File: src/rtl/cond_pkg.sv
// Shared definitions for ARM condition-code handling: condition encodings,
// NZCV bit positions and the EXE slot record used by the issue controller.
package cond_pkg;

  localparam logic [3:0] COND_EQ = 4'b0000;
  localparam logic [3:0] COND_NE = 4'b0001;
  localparam logic [3:0] COND_CS = 4'b0010;
  localparam logic [3:0] COND_CC = 4'b0011;
  localparam logic [3:0] COND_MI = 4'b0100;
  localparam logic [3:0] COND_PL = 4'b0101;
  localparam logic [3:0] COND_VS = 4'b0110;
  localparam logic [3:0] COND_VC = 4'b0111;
  localparam logic [3:0] COND_HI = 4'b1000;
  localparam logic [3:0] COND_LS = 4'b1001;
  localparam logic [3:0] COND_GE = 4'b1010;
  localparam logic [3:0] COND_LT = 4'b1011;
  localparam logic [3:0] COND_GT = 4'b1100;
  localparam logic [3:0] COND_LE = 4'b1101;
  localparam logic [3:0] COND_AL = 4'b1110;
  localparam logic [3:0] COND_NV = 4'b1111;

  localparam int FLAG_N = 3;
  localparam int FLAG_Z = 2;
  localparam int FLAG_C = 1;
  localparam int FLAG_V = 0;

  typedef struct packed {
    logic valid;
    logic exec;
    logic s;
  } ex_slot_t;

  // AL and NV resolve without looking at the flags, so they never wait on them.
  function automatic logic is_uncond(input logic [3:0] cond);
    return (cond == COND_AL) || (cond == COND_NV);
  endfunction

endpackage

File: src/rtl/cond_issue_ctrl_if.sv
// ID / writeback / EXE signal bundle of the conditional issue controller.
interface cond_issue_ctrl_if;

  logic       id_valid;
  logic [3:0] id_cond;
  logic       id_s;
  logic       id_ready;
  logic       wb_s;
  logic [3:0] wb_stat_bits;
  logic       flush;
  logic       ex_valid;
  logic       ex_exec;
  logic       ex_s;
  logic [3:0] flags;
  logic       err_underflow;

  modport master (
    output id_valid, id_cond, id_s, wb_s, wb_stat_bits, flush,
    input  id_ready, ex_valid, ex_exec, ex_s, flags, err_underflow
  );

  modport slave (
    input  id_valid, id_cond, id_s, wb_s, wb_stat_bits, flush,
    output id_ready, ex_valid, ex_exec, ex_s, flags, err_underflow
  );

endinterface

File: src/rtl/arm_cond_eval.sv
// Pure combinational ARM condition evaluator: does cond pass for the given NZCV?
module arm_cond_eval
  import cond_pkg::*;
(
  input  logic [3:0] cond,
  input  logic [3:0] nzcv,
  output logic       pass
);

  logic n, z, c, v;

  assign n = nzcv[FLAG_N];
  assign z = nzcv[FLAG_Z];
  assign c = nzcv[FLAG_C];
  assign v = nzcv[FLAG_V];

  always_comb begin
    pass = 1'b0;
    case (cond)
      COND_EQ: pass = z;
      COND_NE: pass = ~z;
      COND_CS: pass = c;
      COND_CC: pass = ~c;
      COND_MI: pass = n;
      COND_PL: pass = ~n;
      COND_VS: pass = v;
      COND_VC: pass = ~v;
      COND_HI: pass = c & ~z;
      COND_LS: pass = ~c | z;
      COND_GE: pass = (n == v);
      COND_LT: pass = (n != v);
      COND_GT: pass = ~z & (n == v);
      COND_LE: pass = z | (n != v);
      COND_AL: pass = 1'b1;
      COND_NV: pass = 1'b0;
      default: pass = 1'b0;
    endcase
  end

endmodule

File: src/rtl/cond_issue_ctrl.sv
// Issues ID instructions into EXE with an execute/annul bit, holding ID back
// while the flags it depends on are still owed by in-flight flag setters.
module cond_issue_ctrl
  import cond_pkg::*;
#(
  parameter int MAX_PEND = 3,
  parameter int FWD      = 1
)
(
  input logic         clk,
  input logic         rst_n,
  cond_issue_ctrl_if.slave bus
);

  localparam int PW = $clog2(MAX_PEND + 1);
  localparam int SW = PW + 2;
  localparam logic [PW-1:0] PEND_MAX = PW'(MAX_PEND);
  localparam logic [PW-1:0] PEND_ONE = PW'(1);
  localparam logic [SW-1:0] PEND_MAX_W = SW'(MAX_PEND);

  logic [PW-1:0] pending;
  logic [PW-1:0] pend_next;
  logic [3:0]    flags_q;
  logic          err_q;
  ex_slot_t      ex_q;

  logic          bypass;
  logic          fresh;
  logic [3:0]    eff;
  logic          pass;
  logic          stall_flags;
  logic          stall_full;
  logic          ready;
  logic          accept;
  logic          inc;
  logic          kill;
  logic [SW-1:0] up;
  logic [SW-1:0] down;
  logic [SW-1:0] diff;

  // The last outstanding setter writing back this cycle makes its flags usable immediately.
  assign bypass = (FWD != 0) && bus.wb_s && (pending == PEND_ONE);
  assign fresh  = (pending == '0) || bypass;
  assign eff    = bypass ? bus.wb_stat_bits : flags_q;

  arm_cond_eval u_eval (
    .cond (bus.id_cond),
    .nzcv (eff),
    .pass (pass)
  );

  assign stall_flags = bus.id_valid && !is_uncond(bus.id_cond) && !fresh;
  assign stall_full  = bus.id_valid && bus.id_s && (pending == PEND_MAX) && !bus.wb_s;
  assign ready       = !(stall_flags || stall_full);
  assign accept      = bus.id_valid && ready;
  assign inc         = accept && bus.id_s && pass;
  assign kill        = bus.flush && ex_q.valid && ex_q.s;

  // All same-cycle pending events are netted first, then clamped to 0..MAX_PEND.
  always_comb begin
    up        = SW'(pending) + SW'(inc);
    down      = SW'(bus.wb_s) + SW'(kill);
    diff      = '0;
    pend_next = '0;
    if (up > down) begin
      diff = up - down;
      if (diff > PEND_MAX_W) pend_next = PEND_MAX;
      else                   pend_next = diff[PW-1:0];
    end
  end

  always_ff @(posedge clk or negedge rst_n) begin
    if (!rst_n) begin
      pending <= '0;
      flags_q <= '0;
      err_q   <= 1'b0;
      ex_q    <= '0;
    end else begin
      pending <= pend_next;
      if (bus.wb_s) flags_q <= bus.wb_stat_bits;
      if (bus.wb_s && (pending == '0)) err_q <= 1'b1;
      ex_q.valid <= accept && !bus.flush;
      ex_q.exec  <= accept && !bus.flush && pass;
      ex_q.s     <= accept && !bus.flush && pass && bus.id_s;
    end
  end

  assign bus.id_ready      = ready;
  assign bus.ex_valid      = ex_q.valid;
  assign bus.ex_exec       = ex_q.exec;
  assign bus.ex_s          = ex_q.s;
  assign bus.flags         = flags_q;
  assign bus.err_underflow = err_q;

endmodule

File: src/flat_wrapper.sv
// flat-port wrapper written by rule: the top's interface ports become plain ports
module cond_issue_ctrl_flat import cond_pkg::*;
#(
  parameter int MAX_PEND = 3,
  parameter int FWD      = 1
)
  (clk, rst_n, bus_id_valid, bus_id_cond, bus_id_s, bus_wb_s, bus_wb_stat_bits, bus_flush, bus_id_ready, bus_ex_valid, bus_ex_exec, bus_ex_s, bus_flags, bus_err_underflow);
  cond_issue_ctrl_if bus_i ();
  input logic clk;
  input logic rst_n;
  input wire logic [$bits(bus_i.id_valid)-1:0] bus_id_valid;
  input wire logic [$bits(bus_i.id_cond)-1:0] bus_id_cond;
  input wire logic [$bits(bus_i.id_s)-1:0] bus_id_s;
  input wire logic [$bits(bus_i.wb_s)-1:0] bus_wb_s;
  input wire logic [$bits(bus_i.wb_stat_bits)-1:0] bus_wb_stat_bits;
  input wire logic [$bits(bus_i.flush)-1:0] bus_flush;
  output wire logic [$bits(bus_i.id_ready)-1:0] bus_id_ready;
  output wire logic [$bits(bus_i.ex_valid)-1:0] bus_ex_valid;
  output wire logic [$bits(bus_i.ex_exec)-1:0] bus_ex_exec;
  output wire logic [$bits(bus_i.ex_s)-1:0] bus_ex_s;
  output wire logic [$bits(bus_i.flags)-1:0] bus_flags;
  output wire logic [$bits(bus_i.err_underflow)-1:0] bus_err_underflow;
  assign bus_i.id_valid = bus_id_valid;
  assign bus_i.id_cond = bus_id_cond;
  assign bus_i.id_s = bus_id_s;
  assign bus_i.wb_s = bus_wb_s;
  assign bus_i.wb_stat_bits = bus_wb_stat_bits;
  assign bus_i.flush = bus_flush;
  assign bus_id_ready = bus_i.id_ready;
  assign bus_ex_valid = bus_i.ex_valid;
  assign bus_ex_exec = bus_i.ex_exec;
  assign bus_ex_s = bus_i.ex_s;
  assign bus_flags = bus_i.flags;
  assign bus_err_underflow = bus_i.err_underflow;
  cond_issue_ctrl #(.MAX_PEND(MAX_PEND), .FWD(FWD)) u_core (.clk(clk), .rst_n(rst_n), .bus(bus_i));
endmodule
File: config.mk
export PLATFORM = sky130hd
export DESIGN_NAME = cond_issue_ctrl_flat
export DESIGN_NICKNAME = d
export VERILOG_FILES = /design/src/rtl/cond_pkg.sv /design/src/rtl/cond_issue_ctrl_if.sv /design/src/rtl/arm_cond_eval.sv /design/src/rtl/cond_issue_ctrl.sv /design/src/flat_wrapper.sv
export SDC_FILE = /design/constraint.sdc
export NUM_CORES = 1
export LEC_CHECK = 0
export ABC_AREA = 1
export CAP_MARGIN = 20
export CORE_MARGIN = 1.5
export CORE_UTILIZATION = 47
export CTS_CLUSTER_DIAMETER = 40
export DETAILED_ROUTE_END_ITERATION = 10
export MAX_ROUTING_LAYER = met4
export PLACE_DENSITY = 0.86
export SLEW_MARGIN = 20
export SYNTH_ARGS = -nofsm -noshare
export SYNTH_HDL_FRONTEND = slang
export SYNTH_SLANG_ARGS = --single-unit
File: constraint.sdc
create_clock -name clk -period 3.6 [get_ports clk]
set_clock_uncertainty 0.15 [all_clocks]
set_input_delay 0.72 -clock clk [delete_from_list [all_inputs] [get_ports clk]]
set_output_delay 0.72 -clock clk [all_outputs]
set_load 0.01 [all_outputs]
# Word level (Yosys, flattened, before mapping)
# Cells that the tools add are included.
# W data, S select, Z words.
dict set report classes {
  div 0
  order_cmp 2
  mux 4
  addsub 3
  shift 0
  mul 0
  bitwise 8
  eq_ne 19
  n_reduce_logical 25
}
# op count
set ops {}
lappend ops {{$eq A4 B4 Y1 const B} 8}
lappend ops {{$eq A4 B3 Y1 const B} 4}
lappend ops {{$pmux W1 S16} 1}
lappend ops {{$logic_and A1 B1 Y1} 15}
lappend ops {{$eq A4 B2 Y1 const B} 2}
lappend ops {{$logic_not A1 Y1} 5}
lappend ops {{$eq A4 B1 Y1 const B} 1}
lappend ops {{$gt A4 B2 Y1 const B} 1}
lappend ops {{$gt A4 B4 Y1} 1}
lappend ops {{$logic_not A4 Y1} 1}
lappend ops {{$mux W2} 2}
lappend ops {{$mux W4} 1}
lappend ops {{$not A1 Y1} 4}
lappend ops {{$sub A4 B4 Y4} 1}
lappend ops {{$add A2 B1 Y3} 1}
lappend ops {{$logic_or A1 B1 Y1} 3}
lappend ops {{$add A1 B1 Y2} 1}
lappend ops {{$and A1 B1 Y1} 2}
lappend ops {{$eq A2 B1 Y1 const B} 1}
lappend ops {{$eq A2 B2 Y1 const B} 1}
lappend ops {{$logic_not A2 Y1} 1}
lappend ops {{$or A1 B1 Y1} 2}
lappend ops {{$eq A1 B1 Y1} 1}
lappend ops {{$ne A1 B1 Y1} 1}
dict set report word_totals {
  out_inout_bits 9
  latch_bits 0
  reg_bits 10
  mem_bits_rw 0
  romBits 0
  wordCells 67
  mem_count 0
}

# Logic depth before layout (Yosys ltp)
# Gate-level depths: netlist (run 1).
dict set report depth {
  ltp_word 15
  ltp_mapped 21
  ltp_nobuf 21
}

# By module
# Synthesis (run 1) repeated with hierarchy kept, for this count alone.
dict set report unflattened {
  cells_unflattened 122
  area_unflattened_um2 838.3
}
# module cells_each area_per_inst_um2 n_inst
set modules_own_cells {}
lappend modules_own_cells {cond_issue_ctrl 77 633.1 1}
lappend modules_own_cells {arm_cond_eval 45 205.2 1}

# Least setup slack after synthesis (run 1)
# No wires, ideal clock.
dict set report synth_timing {
  path_type {input to register}
  from {in bus_wb_s}
  to {reg u_core.pending[0]}
  slack_ns 0.399
  required_time_ns 3.337
  t_arrival_ns 2.938
  setup_ns 0.113
  stages 20
  path_cell_list {buf_2 -> nand4_1 -> nand2_1 -> nand2_2 -> nand3_2 -> nand3_1 -> nand2_1 -> nand3_1 -> nand2_1 -> nand2_2 -> nand3_2 -> nor2_1 -> ha_1 -> ha_1 -> inv_1 -> fa_1 -> ha_1 -> nand3_1 -> nand2_1 -> inv_1}
}
dict set report synth_between {
  elab_chain_cells 14
  elab_cells_between_ends 30
  classes_between {3 x add/sub; 2 x order compare; 2 x eq/ne; 4 x mux; 8 x bitwise; 11 x reduce/logical}
}
# item line
set synth_rtl {}
lappend synth_rtl {{start, declared} flat_wrapper.sv:14} ;# input wire logic [$bits(bus_i.wb_s)-1:0] bus_wb_s;
lappend synth_rtl {{parallel branches: the longest is 13 deep, another holds $sub A4 B4 Y4} --}
lappend synth_rtl {{$mux W2 *} cond_issue_ctrl.sv:65} ;# if (up > down) begin
lappend synth_rtl {{via u_core.pend_next[0]} cond_issue_ctrl.sv:22} ;# logic [PW-1:0] pend_next;
lappend synth_rtl {{end signal, assigned} cond_issue_ctrl.sv:79} ;# pending <= pend_next;
lappend synth_rtl {{end, declared} cond_issue_ctrl.sv:21} ;# logic [PW-1:0] pending;
# Mark *: on every way through the listed nets, which the timed path passes.
# A chain may end at the register's enable or synchronous reset.

# Final worst setup path (run 1)
dict set report layout_timing {
  from {in bus_id_cond[1]}
  to {reg u_core.pending[0]}
}
dict set report layout_between {
  elab_chain_cells 15
  elab_cells_between_ends 32
  classes_between {2 x add/sub; 2 x order compare; 15 x eq/ne; 3 x mux; 10 x reduce/logical}
}
# item line
set layout_rtl {}
lappend layout_rtl {{start, declared} flat_wrapper.sv:12} ;# input wire logic [$bits(bus_i.id_cond)-1:0] bus_id_cond;
lappend layout_rtl {{$eq A4 B4 Y1} {cond_pkg.sv:35, arm_cond_eval.sv:19}}
lappend layout_rtl {{$logic_or A1 B1 Y1} cond_pkg.sv:35} ;# return (cond == COND_AL) || (cond == COND_NV);
lappend layout_rtl {{$logic_not A1 Y1} cond_issue_ctrl.sv:52} ;# assign stall_flags = bus.id_valid && !is_uncond(bus.id_cond) && !fresh;
lappend layout_rtl {{$logic_and A1 B1 Y1 (2 in series)} cond_issue_ctrl.sv:52}
lappend layout_rtl {{$logic_or A1 B1 Y1} cond_issue_ctrl.sv:54} ;# assign ready = !(stall_flags || stall_full);
lappend layout_rtl {{$logic_not A1 Y1} cond_issue_ctrl.sv:54}
lappend layout_rtl {{$logic_and A1 B1 Y1} cond_issue_ctrl.sv:55} ;# assign accept = bus.id_valid && ready;
lappend layout_rtl {{$logic_and A1 B1 Y1} cond_issue_ctrl.sv:56} ;# assign inc = accept && bus.id_s && pass;
lappend layout_rtl {{$logic_and A1 B1 Y1 *} cond_issue_ctrl.sv:56}
lappend layout_rtl {{$add A2 B1 Y3 *} cond_issue_ctrl.sv:61} ;# up = SW'(pending) + SW'(inc);
lappend layout_rtl {{$sub A4 B4 Y4} cond_issue_ctrl.sv:66} ;# diff = up - down;
lappend layout_rtl {{$gt A4 B2 Y1} cond_issue_ctrl.sv:67} ;# if (diff > PEND_MAX_W) pend_next = PEND_MAX;
lappend layout_rtl {{$mux W2} cond_issue_ctrl.sv:67}
lappend layout_rtl {{$mux W2 *} cond_issue_ctrl.sv:65}
lappend layout_rtl {{via u_core.pend_next[0]} cond_issue_ctrl.sv:22}
# The timed path passes the listed nets; every way through them passes the cells marked *.

==> impl_metrics.py, run 1 <==
metrics = {
    "worst_setup_path": {
        "cp.required_ns": 3.62,
        "path_common_cell": "nor2_1",
        "slowest_delay_ns": 0.48,
        "r2r_cells": 20,
        "cp.arrival_ns": 3.45,
        "worstPathMaxFanout": 5,
        "r2r_setup_slack_ns": 0.34,
        "startpoint_type": "input port",
        "crit_family": "adder cells",
        "crit_chain": "clkdlybuf4s50_1 > inv_1 > nor2_2 > o21ai_1 > nor2_1 > nor2_1 > nand2_1 > nor2_1 > nand2_2 > nand3_2 > nor2_1 > ha_2 > inv_1 > ha_1 > fa_2 > ha_1 > nand3_1 > nand2_1 > inv_1",
        "r2r_end": "u_core.pending[0]",
        "critPathBufInv": 4,
        "endpoint_kind": "register",
        "r2r_start": "u_core.pending[1]",
        "cp_slowest_cell": "clkdlybuf4s50_1",
        "worstSetupPathType": "in2reg",
    },
    "clocking": {
        "cts_root_buf": "clkbuf_4",
        "clock_latency_ns": 0.27,
        "hold_buffers": 0,
        "clockBufferDepth": 2,
        "cts_max_level": 1,
        "cts_inserted_buffers": 3,
        "cts_setup_buffers": 0,
        "clock-sinks": 10,
        "cts_tree": "yes",
        "clk_pin_slew_worst_paths_ns": 0.07,
    },
    "sta": {
        "period_share_pct": 95.2,
        "final.min_clock_period_ns": 3.43,
        "setup_slack_ns": 0.174,
        "slew_headroom_pct": 67.8,
        "final-setup-viol-count": 0,
        "finalHoldViolCount": 0,
        "fmax_mhz": 292,
        "worst_slew_pin_slew_ns": 0.482,
        "slew_viol_final": 0,
        "tns_ns": 0,
    },
    "routing": {
        "finalWirelength_um": 2170,
        "dr.pass1.iters": 4,
        "drt_iter0_drc": 38,
        "wl_per_cell_um": 11.6,
        "postRouteAntennaNets": 0,
        "dr_total_vias": 953,
        "drc": 0,
        "viasPerCell": 5.10,
    },
    "global_route": {
        "grt_antenna_before_repair": 0,
        "grt_pass1_vias": 885,
        "overflow": 0,
        "grtUsageTotal_pct": 23.6,
        "grt_max_degree": 11,
        "grt_pass1_wl_um": 3410,
    },
    "place": {
        "placed_area_um2": 1160,
        "dp_hpwl_um": 1710,
        "place_worst_setup_slack_ns": -0.382,
        "gp_congestion": 0.902,
        "io_buffers": 22,
    },
    "floorplanning": {
        "chipHeight_um": 45.9,
        "rows": 15,
        "coreArea_um2": 1730,
        "initial_core_util_pct": 50.1,
        "fp.dieW_um": 45.9,
        "die_area_um2": 2110,
        "num_io_pins": 23,
    },
    "job": {
        "cap_violations": 0,
    },
    "synth": {
        "synthMuxAreaShare_pct": 0,
        "synth-seq-area-share_pct": 28.9,
        "synth_compound_area_share_pct": 10.4,
        "ys_warn_count": 0,
        "syn_avg_cell_area_um2": 6.61,
        "netlist_area_um2": 866,
        "syn_nets": 152,
        "synth_seq_cells": 10,
        "syn_inst": 131,
        "ys_types": 21,
        "synth_top_family_by_area": "simple AND/OR/NAND/NOR gates",
        "synth_xor_area_share_pct": 0,
        "yosys.area_share.simple_pct": 37.4,
        "synth_fa_ha_area_share_pct": 11.8,
    },
    "power_and_ir_drop": {
        "power.total_uw": 599,
        "combPwrFrac_pct": 55.4,
        "pwr-share-seq_pct": 27.2,
        "pwr_density_cell_nw_per_um2": 495,
        "p_leak_uw": 0.000648,
        "switching_share_pct": 43.1,
        "p_sw_uw": 258,
        "clkPwrFrac_pct": 17.4,
        "ir_worst_vdd_v": 0.000433,
        "intPower_uw": 341,
    },
    "hold_path": {
        "worstHoldStart": "u_core.bus.err_underflow",
        "hold_end": "u_core.bus.err_underflow",
        "whs_path_depth": 1,
        "hold_class": "reg2reg",
    },
    "finish": {
        "final_area_um2": 1210,
        "diodes": 0,
        "mostFrequentLayoutCells": "34 x nand2_1, 24 x inv_1, 19 x clkdlybuf4s50_1, 18 x nor2_1",
        "nFillCells": 157,
        "drive_above_1_share_pct": 15.4,
        "layout_commonest_cell": "nand2_1",
        "area_growth_pct": 39.7,
        "fin_nets": 184,
    },
    "outcome": {
        "status": "finished, final reports clean",
    },
}
how the worst max path moves through the flow:
stage | startpoint | end | slack, ns | cells past startpoint
2_1_floorplan | bus_wb_s | u_core.pending[0] | 0.40 | 20
3_3_place_gp | bus_wb_s | u_core.pending[0] | -0.27 | 20
3_5_place_dp | bus_wb_s | u_core.pending[0] | -0.38 | 20
4_1_cts | bus_wb_stat_bits[0] | u_core.pending[0] | 0.06 | 20
5_1_grt | bus_id_cond[0] | u_core.pending[0] | -0.06 | 18
6_report | bus_id_cond[1] | u_core.pending[0] | 0.17 | 19
area by class of cell:
| class | instances | area (um2) | share of cell area, % |
|---|---|---|---|
| Multi-Input combinational cell | 95 | 533 | 44.1 |
| Timing Repair Buffer | 28 | 265 | 21.9 |
| Clock buffer | 4 | 36.3 | 3.00 |
| Tap cell | 25 | 31.3 | 2.59 |
| Sequential cell | 10 | 250 | 20.7 |
| Inverter | 25 | 93.8 | 7.76 |
worst reg2reg max path, stage by stage (launching register included):
cell and delay (ns):
dfrtp_1 0.46, inv_2 0.12, nand3_1 0.14, nand2_1 0.10, nand2_1 0.09, o21ai_1 0.13, nor2_1 0.05, nor2_1 0.12
nand2_1 0.07, nor2_1 0.12, nand2_2 0.08, nand3_2 0.07, nor2_1 0.05, ha_2 0.30, inv_1 0.03, ha_1 0.23
fa_2 0.34, ha_1 0.31, nand3_1 0.08, nand2_1 0.07, inv_1 0.03
metal layers:
layer	vias up	wire length, um	track usage [%]
li1	472	-	-
met1	443	894	27.2
met2	32	1120	39.2
met3	6	126	3.57
met4	0	29	12.0
met5	-	0	-
Yosys cell counts:
cell type | number | share of area [%]
nand2_1 | 34 | 15
buf_2 | 1 | 0.58
a21oi_1 | 1 | 0.58
a21o_1 | 1 | 0.87
ha_1 | 5 | 7.2
and3_1 | 1 | 0.72
o31ai_1 | 1 | 0.87
nor2_1 | 19 | 8.2
o211ai_1 | 1 | 0.87
dfrtp_1 | 10 | 29
nand3_2 | 2 | 2.3
inv_2 | 1 | 0.43
nand2_2 | 4 | 2.9
fa_1 | 2 | 4.6
o21ai_2 | 1 | 1.0
a32oi_1 | 1 | 1.0
nand3_1 | 10 | 5.8
nor2_4 | 1 | 1.3
inv_1 | 24 | 10
o21ai_0 | 9 | 5.2
nand4_1 | 2 | 1.4
timing repair:
item	in CTS	in global routing
pin swaps	1	6
gates resized for setup	1	12
endpoints found under the setup margin	2	2
state kept, by name (all words and copies together), names as in the netlist:
name                      flops
u_core.bus.err_underflow      1
u_core.pending                2
u_core.bus.ex_exec            1
u_core.bus.flags              4
u_core.bus.ex_s               1
u_core.bus.ex_valid           1
metrics by stage:
stage | util (%) | hold slack [ns] | std cells
4_1_cts | 69.1 | 0.323 | 187
3_3_place_gp | 67.0 | 0.290 | 183
6_report | 70.1 | 0.318 | 187
3_5_place_dp | 67.0 | 0.305 | 183
2_1_floorplan | - | 0.274 | 131
5_1_grt | 70.1 | 0.334 | 187
logic make-up after synthesis:
logic type	after synthesis
and+or+nand+nor	73
buffers and inverters	26
adders and majority gates	7
AOI/OAI and AO/OA	15
DFF	10
power groups by stage:
stage | clock network [uW] | registers [uW] | logic [uW]
2_1_floorplan | 0 | 162 | 205
3_3_place_gp | 0 | 162 | 295
3_5_place_dp | 0 | 163 | 311
4_1_cts | 104 | 161 | 312
5_1_grt | 112 | 165 | 376
6_report | 104 | 163 | 332
No activity file was read; power rests on OpenSTA's default activity.
==> inputs of run 2 (changes only) <==
--- a/config.mk
+++ b/config.mk
@@ -8,11 +8,12 @@
 export ABC_AREA = 1
 export CAP_MARGIN = 20
 export CORE_MARGIN = 1.5
-export CORE_UTILIZATION = 47
+export CORE_UTILIZATION = 26
+export CTS_BUF_LIST = sky130_fd_sc_hd__clkbuf_8
 export CTS_CLUSTER_DIAMETER = 40
 export DETAILED_ROUTE_END_ITERATION = 10
 export MAX_ROUTING_LAYER = met4
-export PLACE_DENSITY = 0.86
+export PLACE_DENSITY = 0.56
 export SLEW_MARGIN = 20
 export SYNTH_ARGS = -nofsm -noshare
 export SYNTH_HDL_FRONTEND = slang
==> impl_metrics.py, run 2 (synthesis gave the netlist of run 1 again) <==
metrics = {
    "floorplanning": {
        "chipHeight_um": 60.7,
        "fp.dieW_um": 60.7,
        "die_area_um2": 3690,
        "initial_core_util_pct": 27.9,
        "num_io_pins": 23,
        "coreArea_um2": 3100,
        "rows": 20,
    },
    "job": {
        "cap_violations": 0,
    },
    "sta": {
        "period_share_pct": 92.2,
        "worst_slew_pin_slew_ns": 0.476,
        "slew_headroom_pct": 68.1,
        "rsz0062_at_grt": "no",
        "finalHoldViolCount": 0,
        "hold_slack_ns": 0.304,
        "slew_viol_final": 0,
        "final.min_clock_period_ns": 3.32,
        "final-setup-viol-count": 0,
        "fmax_mhz": 301,
    },
    "worst_setup_path": {
        "r2r_cells": 21,
        "critPathBufInv": 4,
        "cp_slowest_cell": "clkdlybuf4s50_1",
        "endpoint_kind": "register",
        "r2r_setup_slack_ns": 0.43,
        "worstPathMaxFanout": 4,
        "crit_family": "adder cells",
        "cp.arrival_ns": 3.30,
        "startpoint_type": "input port",
        "worstSetupPathType": "in2reg",
        "cp.required_ns": 3.58,
        "slowest_delay_ns": 0.45,
        "r2r_start": "u_core.pending[0]",
        "crit_chain": "clkdlybuf4s50_1 > inv_1 > nand2_1 > o21ai_2 > nand3_1 > o21ai_1 > nor2_1 > nand2_1 > nor2_2 > nand2_2 > nand3_2 > nor2_1 > ha_1 > ha_1 > inv_1 > fa_2 > ha_4 > nand3_1 > nand2_1 > inv_1",
        "r2r_end": "u_core.pending[0]",
    },
    "clocking": {
        "clock-sinks": 10,
        "cts_tree": "yes",
        "clockBufferDepth": 2,
        "clock_latency_ns": 0.23,
        "cts_max_level": 1,
        "cts_inserted_buffers": 3,
        "cts_root_buf": "clkbuf_8",
        "clk_pin_slew_worst_paths_ns": 0.05,
    },
    "global_route": {
        "overflow": 0,
        "grt_antenna_before_repair": 0,
        "grtUsageTotal_pct": 13.6,
        "grt_max_degree": 11,
        "grt_pass1_wl_um": 3570,
        "grt_pass1_vias": 865,
    },
    "finish": {
        "area_growth_pct": 50.7,
        "drive_above_1_share_pct": 19.9,
        "largest_reg_flops": 4,
        "finalNonFillerCells": 210,
        "mostFrequentLayoutCells": "31 x nand2_1, 24 x inv_1, 16 x nor2_1, 15 x clkdlybuf4s50_1, 11 x buf_4",
        "nFillCells": 344,
        "layout_commonest_cell": "nand2_1",
        "diodes": 0,
        "fin_nets": 189,
    },
    "hold_path": {
        "whs_path_depth": 1,
        "worstHoldStart": "u_core.bus.err_underflow",
        "hold_class": "reg2reg",
        "hold_end": "u_core.bus.err_underflow",
    },
    "power_and_ir_drop": {
        "ir_worst_vdd_v": 0.000253,
        "pwr_density_cell_nw_per_um2": 472,
        "combPwrFrac_pct": 55.1,
        "clkPwrFrac_pct": 18.4,
        "intPower_uw": 365,
        "p_leak_uw": 0.000712,
        "switching_share_pct": 40.7,
        "p_sw_uw": 251,
        "pwr-share-seq_pct": 26.4,
    },
    "place": {
        "io_buffers": 22,
        "dp_hpwl_um": 1700,
        "gp_congestion": 0.866,
        "placed_cells": 205,
    },
    "outcome": {
        "status": "finished, final reports clean",
    },
    "routing": {
        "finalWirelength_um": 2110,
        "viasPerCell": 4.31,
        "dr_total_vias": 905,
        "postRouteAntennaNets": 0,
        "drt_iter0_drc": 53,
        "dr.pass1.iters": 4,
        "drc": 0,
        "wl_per_cell_um": 10.0,
    },
}
## run 2: worst register-to-register path, stage by stage (launching register included)
cell and delay [ns]:
dfrtp_1 0.48, nand2_2 0.10, nor2_4 0.19, nand2_1 0.08
nand2_1 0.09, nand2_2 0.07, nand3_2 0.07, nand3_1 0.07
nand2_1 0.07, nand3_1 0.06, nand2_1 0.09, nand2_2 0.06
nand3_2 0.06, nor2_1 0.04, ha_1 0.19, ha_1 0.27
inv_1 0.05, fa_2 0.40, ha_4 0.28, nand3_1 0.07
nand2_1 0.07, inv_1 0.03
## run 2: how the worst max path moves through the flow
stage                             start                 to  slack, ns  depth (start not counted)
finish              bus_wb_stat_bits[2]  u_core.pending[0]       0.28                         20
global route        bus_wb_stat_bits[2]  u_core.pending[0]       0.03                         20
CTS                 bus_wb_stat_bits[3]  u_core.pending[1]       0.10                         20
detailed placement             bus_wb_s  u_core.pending[0]      -0.37                         22
global placement               bus_wb_s  u_core.pending[1]      -0.34                         22
floorplan                      bus_wb_s  u_core.pending[0]       0.40                         20
## run 2: per-stage QoR
step	setup WS (ns)	cell area, um2	setup TNS (ns)	utilization (%)	power (uW)
final	0.280	1310	0	42.1	616
after floorplan	0.399	866	0	-	367
after global placement	-0.342	1200	-0.675	38.8	473
after global routing	0.0303	1310	0	42.1	690
after detailed placement	-0.373	1200	-0.745	38.8	476
after CTS	0.101	1250	0	40.3	600
## run 2: per-layer routing
layer / GRT usage, % / vias up / share of wire [%] / wire, um
met3: 2.56 / 2 / 3.6 / 75
met1: 18.7 / 404 / 50 / 1050
li1: - / 480 / - / -
met4: 5.59 / 0 / 0.43 / 9
met5: - / - / 0 / 0
met2: 19.5 / 19 / 46 / 972
## run 2: area by class of cell
type / instances / area [um2] / share of cell area [%]
well taps: 44 / 55.1 / 4.22
flip-flops and latches: 10 / 250 / 19.2
inverters: 25 / 93.8 / 7.19
repair buffers: 33 / 313 / 24.0
multi-input cells: 95 / 552 / 42.3
clock buffers: 3 / 41.3 / 3.16
## run 2: power groups by stage
stage                     combinational (uW)  clock, uW  sequential [uW]
after detailed placement                 311          0              165
after CTS                                318        119              163
after global placement                   310          0              163
final                                    340        114              163
after floorplan                          205          0              162
after global routing                     395        127              167
## run 2: repair_timing
| action | in CTS | in global routing |
|---|---|---|
| endpoints found under the setup margin | 2 | 2 |
| hold buffers | 0 | 0 |
| gates resized for setup | 1 | 20 |
| pin swaps | 1 | 5 |
| buffers inserted | 1 | 1 |
==> inputs of run 3 (changes only) <==
--- a/config.mk
+++ b/config.mk
@@ -12,8 +12,9 @@
 export CTS_BUF_LIST = sky130_fd_sc_hd__clkbuf_8
 export CTS_CLUSTER_DIAMETER = 40
 export DETAILED_ROUTE_END_ITERATION = 10
+export DONT_BUFFER_PORTS = 1
 export MAX_ROUTING_LAYER = met4
-export PLACE_DENSITY = 0.56
+export PLACE_DENSITY = 0.47
 export SLEW_MARGIN = 20
 export SYNTH_ARGS = -nofsm -noshare
 export SYNTH_HDL_FRONTEND = slang
==> impl_metrics.py, run 3 (synthesis gave the netlist of run 1 again) <==
metrics = {
    "finish": {
        "layout_commonest_cell": "nand2_1",
        "finalNonFillerCells": 177,
        "drive_above_1_share_pct": 9.02,
        "largest_reg_flops": 4,
        "mostFrequentLayoutCells": "34 x nand2_1, 24 x inv_1, 19 x nor2_1, 10 x nand3_1, 10 x dfrtp_1",
        "nFillCells": 358,
        "diodes": 0,
        "post-route-util_pct": 30.8,
        "multiInputGateArea_um2": 517,
        "fin_nets": 156,
        "area_growth_pct": 10.5,
        "regArea_um2": 250,
    },
    "routing": {
        "postRouteAntennaNets": 0,
        "wl_per_cell_um": 10.9,
        "finalWirelength_um": 1920,
        "drc": 0,
        "drt_iter0_drc": 78,
        "dr.pass1.iters": 4,
        "viasPerCell": 4.46,
        "dr_total_vias": 789,
    },
    "power_and_ir_drop": {
        "ir_worst_vdd_v": 0.000275,
        "pwr_density_cell_nw_per_um2": 549,
        "p_leak_uw": 0.000518,
    },
    "global_route": {
        "grt_use_met3_pct": 2.56,
        "overflow": 0,
        "grt_max_degree": 14,
        "grt_antenna_before_repair": 0,
        "grtUsageTotal_pct": 12.9,
        "grt_pass1_vias": 794,
        "top_usage_layer": "met2",
        "use_met2_pct": 19.4,
        "grt_use_met1_pct": 17.8,
        "grt_pass1_wl_um": 3490,
    },
    "floorplanning": {
        "chipHeight_um": 60.7,
        "initial_core_util_pct": 27.9,
        "fp.dieW_um": 60.7,
        "rows": 20,
        "num_io_pins": 23,
        "coreArea_um2": 3100,
        "die_area_um2": 3690,
    },
    "sta": {
        "final-setup-viol-count": 0,
        "final.min_clock_period_ns": 3.21,
        "worst_slew_pin_slew_ns": 0.277,
        "period_share_pct": 89.2,
        "fmax_mhz": 311,
        "tns_ns": 0,
        "slew_viol_final": 0,
        "setup_slack_ns": 0.389,
        "slew_headroom_pct": 81.4,
        "finalHoldViolCount": 0,
        "hold_slack_ns": 0.0223,
        "rsz0062_at_grt": "no",
    },
    "clocking": {
        "cts_max_level": 1,
        "cts_root_buf": "clkbuf_8",
        "clockBufferDepth": 2,
        "cts.repair.resized": 0,
        "clock-sinks": 10,
        "cts_inserted_buffers": 3,
        "clk_pin_slew_worst_paths_ns": 0.05,
        "cts_setup_buffers": 0,
        "cts_tree": "yes",
        "hold_buffers": 0,
        "clock_latency_ns": 0.24,
    },
    "outcome": {
        "status": "finished, final reports clean",
    },
    "place": {
        "gp_congestion": 0.836,
        "dp_hpwl_um": 1620,
        "io_buffers": 0,
        "placed_cells": 174,
        "place_worst_setup_slack_ns": 0.151,
    },
    "worst_setup_path": {
        "crit_chain": "nand2_2 > nor2_4 > nand2_1 > o21ai_0 > o21ai_0 > nor2_1 > nand2_1 > nor2_1 > nand2_2 > nand3_2 > nor2_1 > ha_1 > ha_1 > inv_1 > fa_1 > ha_1 > nand3_1 > nand2_1 > inv_1",
        "cp_slowest_cell": "dfrtp_1",
        "worstPathMaxFanout": 8,
        "endpoint_kind": "register",
        "startpoint_type": "register",
        "cp.arrival_ns": 3.20,
        "slowest_delay_ns": 0.48,
        "r2r_cells": 19,
        "cp.required_ns": 3.59,
        "worstSetupPathType": "reg2reg",
    },
    "hold_path": {
        "hold_class": "in2async",
    },
    "job": {
        "cap_violations": 0,
    },
}
-- run 3: cell count changes in the layout (fill, tap and decap cells not counted), sizes merged --
cell / previous run / this run
clkdlybuf4s50: 15 / 0
buf: 11 / 0
clkbuf: 4 / 3
dlymetal6s2s: 6 / 0
-- run 3: final cells by class --
| class | instances | area share [%] |
|---|---|---|
| flip-flops and latches | 10 | 26.1 |
| well taps | 44 | 5.75 |
| clock buffers | 3 | 4.31 |
| inverters | 25 | 9.80 |
| multi-input cells | 95 | 54.0 |
-- run 3: worst paths after layout --
kind                                             to                      from  slack (ns)
max in group asynchronous       u_core.bus.flags[1]                     rst_n        3.20
max                               u_core.pending[1]         u_core.pending[0]        0.39
min reg2reg                u_core.bus.err_underflow  u_core.bus.err_underflow        0.38
min in group clk           u_core.bus.err_underflow  u_core.bus.err_underflow        0.38
max reg2reg                       u_core.pending[1]         u_core.pending[0]        0.39
min                               u_core.pending[0]                     rst_n        0.02
-- run 3: layer usage --
layer,wire [um],part of all wire (%)
met1,929,48
met2,858,45
met3,112,5.8
met4,23,1.2
met5,0,0
-- run 3: where the power goes --
part | internal [uW] | switching, uW | leakage [uW]
clock | 73.2 | 43.6 | 0.0000216
combinational | 93.9 | 147 | 0.000374
sequential | 134 | 34.3 | 0.000123
total | 301 | 225 | 0.000518
-- run 3: per-stage QoR --
stage,power (uW),area [um2]
after global routing,587,957
final,525,957
after global placement,411,916
after detailed placement,416,916
after CTS,534,957
after floorplan,367,866
-- run 3: critical path, delay by kind of cell (launching register included) --
family          cells  cell delay [ns]
buf+inv             2             0.09
flops               1             0.48
simple gates       11             0.96
compound gates      2             0.23
fa+ha+maj           4             1.18
